$ cat src/rtl/ip_hdr_partial_sum_pkg.sv
// Shared constants for the IPv4 header partial-sum stage: ethertype, header
// halfword byte offsets within beat 0, and the output-side state encoding.
package ip_hdr_partial_sum_pkg;

  localparam logic [15:0] ETHERTYPE_IPV4 = 16'h0800;

  localparam int HW_ETHERTYPE = 12;
  localparam int HW_VER_IHL   = 14;
  localparam int HW_TOT_LEN   = 16;
  localparam int HW_IDENT     = 18;
  localparam int HW_FRAG      = 20;
  localparam int HW_TTL_PROTO = 22;
  localparam int HW_SRC_HI    = 26;
  localparam int HW_SRC_LO    = 28;
  localparam int HW_DST_HI    = 30;

  localparam logic [0:0] HEADER  = 1'b0;
  localparam logic [0:0] PAYLOAD = 1'b1;

  function automatic logic [15:0] get_hw(input logic [255:0] tdata, input int byte_off);
    return tdata[255-8*byte_off -: 16];
  endfunction

  function automatic logic [31:0] hw_sum(input logic [15:0] a, input logic [15:0] b);
    return {16'd0, a} + {16'd0, b};
  endfunction

endpackage

$ cat src/rtl/fallthrough_small_fifo.sv
// Small first-word-fallthrough FIFO: dout shows the head entry whenever
// empty is low; nearly_full asserts with one free slot left.
module fallthrough_small_fifo #(
  parameter int WIDTH          = 72,
  parameter int MAX_DEPTH_BITS = 3
) (
  input  logic [WIDTH-1:0] din,
  input  logic             wr_en,
  input  logic             rd_en,
  output logic [WIDTH-1:0] dout,
  output logic             nearly_full,
  output logic             empty,
  input  logic             reset,
  input  logic             clk
);

  localparam int DEPTH = 1 << MAX_DEPTH_BITS;
  localparam logic [MAX_DEPTH_BITS:0] FULL_CNT = (MAX_DEPTH_BITS+1)'(DEPTH);
  localparam logic [MAX_DEPTH_BITS:0] NF_CNT   = FULL_CNT - 1'b1;

  logic [WIDTH-1:0]          mem [DEPTH];
  logic [MAX_DEPTH_BITS-1:0] wr_ptr;
  logic [MAX_DEPTH_BITS-1:0] rd_ptr;
  logic [MAX_DEPTH_BITS:0]   depth;
  logic                      full;
  logic                      wr_ok;
  logic                      rd_ok;

  assign full        = (depth == FULL_CNT);
  assign empty       = (depth == '0);
  assign nearly_full = (depth >= NF_CNT);
  assign rd_ok       = rd_en & ~empty;
  // A push into a full FIFO is safe only when the same edge frees the head slot.
  assign wr_ok       = wr_en & (~full | rd_ok);
  assign dout        = mem[rd_ptr];

  always_ff @(posedge clk or posedge reset) begin
    if (reset) begin
      wr_ptr <= '0;
      rd_ptr <= '0;
      depth  <= '0;
    end else begin
      if (wr_ok) wr_ptr <= wr_ptr + 1'b1;
      if (rd_ok) rd_ptr <= rd_ptr + 1'b1;
      case ({wr_ok, rd_ok})
        2'b10:   depth <= depth + 1'b1;
        2'b01:   depth <= depth - 1'b1;
        default: depth <= depth;
      endcase
    end
  end

  always_ff @(posedge clk) begin
    if (wr_ok) mem[wr_ptr] <= din;
  end

endmodule

$ cat src/rtl/ip_hdr_sum_calc.sv
// Combinational map from a beat-0 word to the four IPv4 header partial sums
// (header checksum field excluded) and the header sanity flags.
module ip_hdr_sum_calc
  import ip_hdr_partial_sum_pkg::*;
(
  input  logic [255:0] tdata,
  output logic [31:0]  sum01,
  output logic [31:0]  sum02,
  output logic [31:0]  sum03,
  output logic [31:0]  sum04,
  output logic         hdr_ok,
  output logic         is_ipv4
);

  logic [15:0] ver_ihl;
  logic        unused_bits;

  assign sum01 = hw_sum(get_hw(tdata, HW_VER_IHL),   get_hw(tdata, HW_TOT_LEN));
  assign sum02 = hw_sum(get_hw(tdata, HW_IDENT),     get_hw(tdata, HW_FRAG));
  assign sum03 = hw_sum(get_hw(tdata, HW_TTL_PROTO), get_hw(tdata, HW_SRC_HI));
  assign sum04 = hw_sum(get_hw(tdata, HW_SRC_LO),    get_hw(tdata, HW_DST_HI));

  assign ver_ihl = get_hw(tdata, HW_VER_IHL);
  assign is_ipv4 = (get_hw(tdata, HW_ETHERTYPE) == ETHERTYPE_IPV4);
  assign hdr_ok  = is_ipv4 && (ver_ihl[15:12] == 4'd4) && (ver_ihl[11:8] == 4'd5);

  // MAC addresses and the header checksum halfword never enter the sums.
  assign unused_bits = ^{tdata[255:160], tdata[63:48]};

endmodule

$ cat src/rtl/ip_hdr_partial_sum.sv
// Buffers the AXI4-Stream through a fallthrough FIFO and, on each beat-0 pop,
// registers the IPv4 header partial sums, header sanity and packet counts.
module ip_hdr_partial_sum
  import ip_hdr_partial_sum_pkg::*;
#(
  parameter int C_M_AXIS_DATA_WIDTH  = 256,
  parameter int C_S_AXIS_DATA_WIDTH  = 256,
  parameter int C_M_AXIS_TUSER_WIDTH = 128,
  parameter int C_S_AXIS_TUSER_WIDTH = 128,
  parameter int FIFO_DEPTH_BITS      = 2
) (
  input  logic                              AXI_ACLK,
  input  logic                              AXI_RESETN,
  input  logic [C_S_AXIS_DATA_WIDTH-1:0]    S_AXIS_TDATA,
  input  logic [C_S_AXIS_DATA_WIDTH/8-1:0]  S_AXIS_TSTRB,
  input  logic [C_S_AXIS_TUSER_WIDTH-1:0]   S_AXIS_TUSER,
  input  logic                              S_AXIS_TVALID,
  output logic                              S_AXIS_TREADY,
  input  logic                              S_AXIS_TLAST,
  output logic [C_M_AXIS_DATA_WIDTH-1:0]    M_AXIS_TDATA,
  output logic [C_M_AXIS_DATA_WIDTH/8-1:0]  M_AXIS_TSTRB,
  output logic [C_M_AXIS_TUSER_WIDTH-1:0]   M_AXIS_TUSER,
  output logic                              M_AXIS_TVALID,
  input  logic                              M_AXIS_TREADY,
  output logic                              M_AXIS_TLAST,
  output logic [31:0]                       checksum01,
  output logic [31:0]                       checksum02,
  output logic [31:0]                       checksum03,
  output logic [31:0]                       checksum04,
  output logic                              hdr_ok,
  output logic [31:0]                       ipv4_count,
  output logic [31:0]                       non_ipv4_count
);

  localparam int FIFO_W = C_M_AXIS_DATA_WIDTH + C_M_AXIS_TUSER_WIDTH + C_M_AXIS_DATA_WIDTH/8 + 1;

  logic              fifo_reset;
  logic              fifo_nearly_full;
  logic              fifo_empty;
  logic              pop;
  logic [0:0]        state;
  logic [31:0]       sum01_p0;
  logic [31:0]       sum02_p0;
  logic [31:0]       sum03_p0;
  logic [31:0]       sum04_p0;
  logic              hdr_ok_p0;
  logic              is_ipv4_p0;
  logic              vld_p0;

  assign fifo_reset    = ~AXI_RESETN;
  assign S_AXIS_TREADY = ~fifo_nearly_full;
  assign M_AXIS_TVALID = ~fifo_empty;
  assign pop           = M_AXIS_TVALID & M_AXIS_TREADY;

  fallthrough_small_fifo #(
    .WIDTH          (FIFO_W),
    .MAX_DEPTH_BITS (FIFO_DEPTH_BITS)
  ) u_in_fifo (
    .din         ({S_AXIS_TLAST, S_AXIS_TUSER, S_AXIS_TSTRB, S_AXIS_TDATA}),
    .wr_en       (S_AXIS_TVALID & S_AXIS_TREADY),
    .rd_en       (pop),
    .dout        ({M_AXIS_TLAST, M_AXIS_TUSER, M_AXIS_TSTRB, M_AXIS_TDATA}),
    .nearly_full (fifo_nearly_full),
    .empty       (fifo_empty),
    .reset       (fifo_reset),
    .clk         (AXI_ACLK)
  );

  // Stage p0: header fields of the beat at the FIFO head, qualified by a beat-0 pop
  ip_hdr_sum_calc u_sum_calc (
    .tdata   (M_AXIS_TDATA),
    .sum01   (sum01_p0),
    .sum02   (sum02_p0),
    .sum03   (sum03_p0),
    .sum04   (sum04_p0),
    .hdr_ok  (hdr_ok_p0),
    .is_ipv4 (is_ipv4_p0)
  );

  assign vld_p0 = pop & (state == HEADER);

  // Stage p1: registered sums and counters, held until the next beat-0 pop
  always_ff @(posedge AXI_ACLK or negedge AXI_RESETN) begin
    if (!AXI_RESETN) begin
      state          <= HEADER;
      checksum01     <= '0;
      checksum02     <= '0;
      checksum03     <= '0;
      checksum04     <= '0;
      hdr_ok         <= 1'b0;
      ipv4_count     <= '0;
      non_ipv4_count <= '0;
    end else begin
      if (pop) begin
        case (state)
          HEADER:  state <= M_AXIS_TLAST ? HEADER : PAYLOAD;
          default: state <= M_AXIS_TLAST ? HEADER : PAYLOAD;
        endcase
      end
      if (vld_p0) begin
        checksum01 <= sum01_p0;
        checksum02 <= sum02_p0;
        checksum03 <= sum03_p0;
        checksum04 <= sum04_p0;
        hdr_ok     <= hdr_ok_p0;
        if (is_ipv4_p0) ipv4_count     <= ipv4_count + 32'd1;
        else            non_ipv4_count <= non_ipv4_count + 32'd1;
      end
    end
  end

endmodule

$ cat config.mk
export PLATFORM = sky130hd
export DESIGN_NAME = ip_hdr_partial_sum
export DESIGN_NICKNAME = d
export VERILOG_FILES = /design/src/rtl/ip_hdr_partial_sum_pkg.sv /design/src/rtl/fallthrough_small_fifo.sv /design/src/rtl/ip_hdr_sum_calc.sv /design/src/rtl/ip_hdr_partial_sum.sv
export SDC_FILE = /design/constraint.sdc
export NUM_CORES = 1
export LEC_CHECK = 0
export CELL_PAD_IN_SITES_DETAIL_PLACEMENT = 0
export CELL_PAD_IN_SITES_GLOBAL_PLACEMENT = 1
export CORE_MARGIN = 4
export CORE_UTILIZATION = 30
export CTS_CLUSTER_SIZE = 10
export DETAILED_ROUTE_END_ITERATION = 6
export GPL_TIMING_DRIVEN = 0
export HOLD_SLACK_MARGIN = 0.1
export PLACE_DENSITY = 0.55
export SLEW_MARGIN = 25
export SYNTH_ARGS = -nofsm -noshare
export SYNTH_HDL_FRONTEND = slang
export SYNTH_SLANG_ARGS = --single-unit
$ cat constraint.sdc
create_clock -name AXI_ACLK -period 22.9 [get_ports AXI_ACLK]
set_input_delay 5.725 -clock AXI_ACLK [delete_from_list [all_inputs] [get_ports AXI_ACLK]]
set_output_delay 5.725 -clock AXI_ACLK [all_outputs]
set_load 0.03 [all_outputs]
==> impl_metrics.csv <==
group,metric,value,unit
outcome,outcome,"completed",
cells_and_area,area_delta_synth_final,30.70,%
critical_path,cp-end-kind,"output pin",
logic_synthesis,ys_types,60,
sta,final-max-slew-violation-count,0,
clock_network,cts_htree_levels,4,
clock_network,clock_sinks,1809,
critical_path,cp_max_fo,10,
route,viasPerCell,4.701,
logic_synthesis,yosys_warnings,0,
logic_synthesis,avgSynthCellArea,21.81,sq um
clock_network,post_cts_buffers,0,
placed_design,place_congestion,0.7798,
route,antenna_left,0,
sta,relSlewSlack,37.55,%
logic_synthesis,yosys.area.top_type,"edfxtp_1",
floorplan,die_h,487.8,microns
critical_path,startpoint_type,"flop",
route,wl_met2,104500,microns
clock_network,path_clk_slew,0.06,ns
cells_and_area,fill_cells,20651,
route,post-route-drc-count,0,
route,dr_wl_met3,21100,microns
floorplan,fp.coreArea,228200,sq um
sta,hold_viol,0,
clock_network,cts_hold_buffers,0,
clock_network,cts_tree,"done",
pwr,peakVddDrop,70.55,uV
critical_path,required,17.18,ns
critical_path,critPathMaxStageDelay,0.73,ns
cells_and_area,final_layout_size_suffix_gt1_share,18.61,%
grt,track_usage,17.54,%
grt,grt_max_degree,78,
critical_path,rr_worst_depth,14,
logic_synthesis,ys_seq_area_share,77.65,%
grt,grt_pass1_vias,37667,
clock_network,post_cts_resized,0,
sta,rsz0062_at_grt,"false",
logic_synthesis,synth_edf_count,1668,
logic_synthesis,synth_flop_cell,"edfxtp_1",
critical_path,r2r_setup_slack,17.01,ns
grt,antenna_found_initial,106,
route,wl_per_cell,27.90,microns
sta,worst_pin_slew,0.9367,ns
route,num_vias,35764,
critical_path,timing.rr.start,"u_in_fifo.rd_ptr[0]",
route,drt_first_pass_iters,5,
critical_path,cpMaxStageDelayCell,"clkbuf_1",
floorplan,pin_count,1033,
logic_synthesis,synth_area_leaders,"edfxtp_1 (73%), mux4_2 (14%), dfrtp_1 (5.1%)",
clock_network,clk_path_buf_depth,3,
logic_synthesis,synth_top_area_share,72.54,%
sta,setup_viol,0,
sta,fmax,93.21,MHz
sta,fin_crit_sh,46.85,%
clock_network,root_buffer,"clkbuf_16",
logic_synthesis,ys_top_cells_by_count,"edfxtp_1 (1668), mux4_2 (417), dfrtp_1 (141)",
grt,grt_first_pass_wirelength,295100,microns
pwr,power_density,142.5,nW/um^2
cells_and_area,layout.nets,4956,
floorplan,start_util,30.27,%
cells_and_area,final_util,39.56,%
sta,fin_hold_ws,0.4688,ns
critical_path,r2r-end,"checksum02[16]",
floorplan,rows,175,
logic_synthesis,synth_area,69050,sq um
worst_hold_path,hold_path.class,"flop to flop",
pwr,total_power,12.86,mW
grt,grt-ovfl-total,0,
sta,tns,0,ns
floorplan,dieArea,237900,sq um
critical_path,cp_common_cell,"buf_2",
route,initialDrtViolationCount,2230,
sta,finalClockSkew,0.08328,ns
critical_path,critPathArrivalTime,5.00,ns
route,top_layer_used,"met5",
placed_design,numPlacedInstances,7260,
logic_synthesis,yosysMostFrequentCell,"edfxtp_1",
placed_design,hpwl,155600,microns
clock_network,clock_latency,0.85,ns
floorplan,die_x,487.8,microns
critical_path,endpoint,"M_AXIS_TDATA[111]",
flow_run,maxCapViolations,0,
critical_path,crit_chain,"buf_2, buf_2, clkbuf_1, buf_1, mux4_2, clkdlybuf4s50_1",
cells_and_area,fin_cells,7608,
logic_synthesis,ys_seq_elements,1809,
route,wl,212300,microns
logic_synthesis,async_reset_ff_share,7.794,%
clock_network,numCtsBuffers,207,
route,wl_met1,80720,microns
critical_path,crit_type,"flop to output pin",
sta,finalCriticalPeriod,10.73,ns
logic_synthesis,netlist_instances,3166,
critical_path,crit_start,"u_in_fifo.rd_ptr[1]",
pwr,power.leakage,29.80,nW
placed_design,portBuffers,972,
-- sequential cells by signal, indices dropped and copies added (netlist names) --
register,cells
u_in_fifo.rd_ptr,2
checksum03,17
hdr_ok,1
checksum02,17
u_in_fifo.wr_ptr,2
u_in_fifo.depth,3
state,1
checksum01,17
u_in_fifo.mem,1668
ipv4_count,32
checksum04,17
non_ipv4_count,32
-- kinds of logic (layout without fill, tap and decap cells) --
family	after synthesis	count (layout)	share of synthesized area, %
flops	1809	1809	77.65
mux	420	420	13.65
simple gates	317	317	2.314
compound gates	237	237	2.136
buf+inv	203	1540	1.517
xor+xnor	104	104	1.319
fa+ha+maj	75	75	1.413
other cells	1	97	0.005431
-- per-layer routing --
metal	vias up	global-route usage, %
met5	-	0
met4	84	4.869
met3	378	7.548
met2	1186	29.47
met1	18465	20.49
li1	15651	-
-- final cells by class --
cell class / instances / area (sq um) / area share [%]
antenna: 37 / 92.59 / 0.1026
buffer: 180 / 987.2 / 1.094
clock buffer: 281 / 5538 / 6.136
clock inverter: 30 / 478.0 / 0.5296
inverter: 23 / 86.33 / 0.09566
multi-input combinational: 1213 / 14630 / 16.21
sequential: 1809 / 53620 / 59.41
tap: 3009 / 3765 / 4.172
timing repair buffer: 1026 / 11060 / 12.25
-- power breakdown --
group | switching (mW) | leakage (nW) | internal (mW) | total [mW]
Clock | 1.29 | 2.90 | 1.70 | 2.99
Combinational | 3.46 | 9.97 | 2.21 | 5.67
Sequential | 0.111 | 16.9 | 4.08 | 4.19
Total | 4.86 | 29.8 | 7.99 | 12.9
-- cell usage in the layout, fill, tap and decap left out, types with 65 or more instances in the layout --
| master | instances |
|---|---|
| clkbuf_16 | 207 |
| ha_1 | 70 |
| dfrtp_1 | 141 |
| o21ai_0 | 87 |
| nand2_1 | 132 |
| edfxtp_1 | 1668 |
| xnor2_1 | 65 |
| clkbuf_1 | 108 |
| clkdlybuf4s50_1 | 971 |
| mux4_2 | 417 |
-- critical path: cells and delay by family, from the launching register on --
| family | cells | cell delay (ns) |
|---|---|---|
| buffers and inverters | 5 | 3.18 |
| multiplexers | 1 | 0.55 |
| flip-flops | 1 | 0.42 |
-- through the flow --
step / setup slack (ns) / instance area, sq um
after floorplan: 6.867 / 69270
after global placement: -3.852 / 82770
after detailed placement: 12.64 / 84140
after CTS: 11.68 / 90150
after global routing: 11.83 / 90190
final: 12.17 / 90250
-- worst min-delay path by stage --
| stage | slack [ns] | depth (start not counted) | startpoint | end |
|---|---|---|---|---|
| detailed placement | 0.46 | 1 | ipv4_count[31] | ipv4_count[31] |
| floorplan | 0.48 | 1 | u_in_fifo.depth[2] | u_in_fifo.depth[2] |
| CTS | 0.47 | 1 | ipv4_count[31] | ipv4_count[31] |
| global placement | 0.46 | 2 | checksum02[1] | checksum02[1] |
| finish | 0.47 | 1 | ipv4_count[31] | ipv4_count[31] |
| global route | 0.50 | 2 | checksum01[4] | checksum01[4] |
No activity file was read; power rests on OpenSTA's default activity.
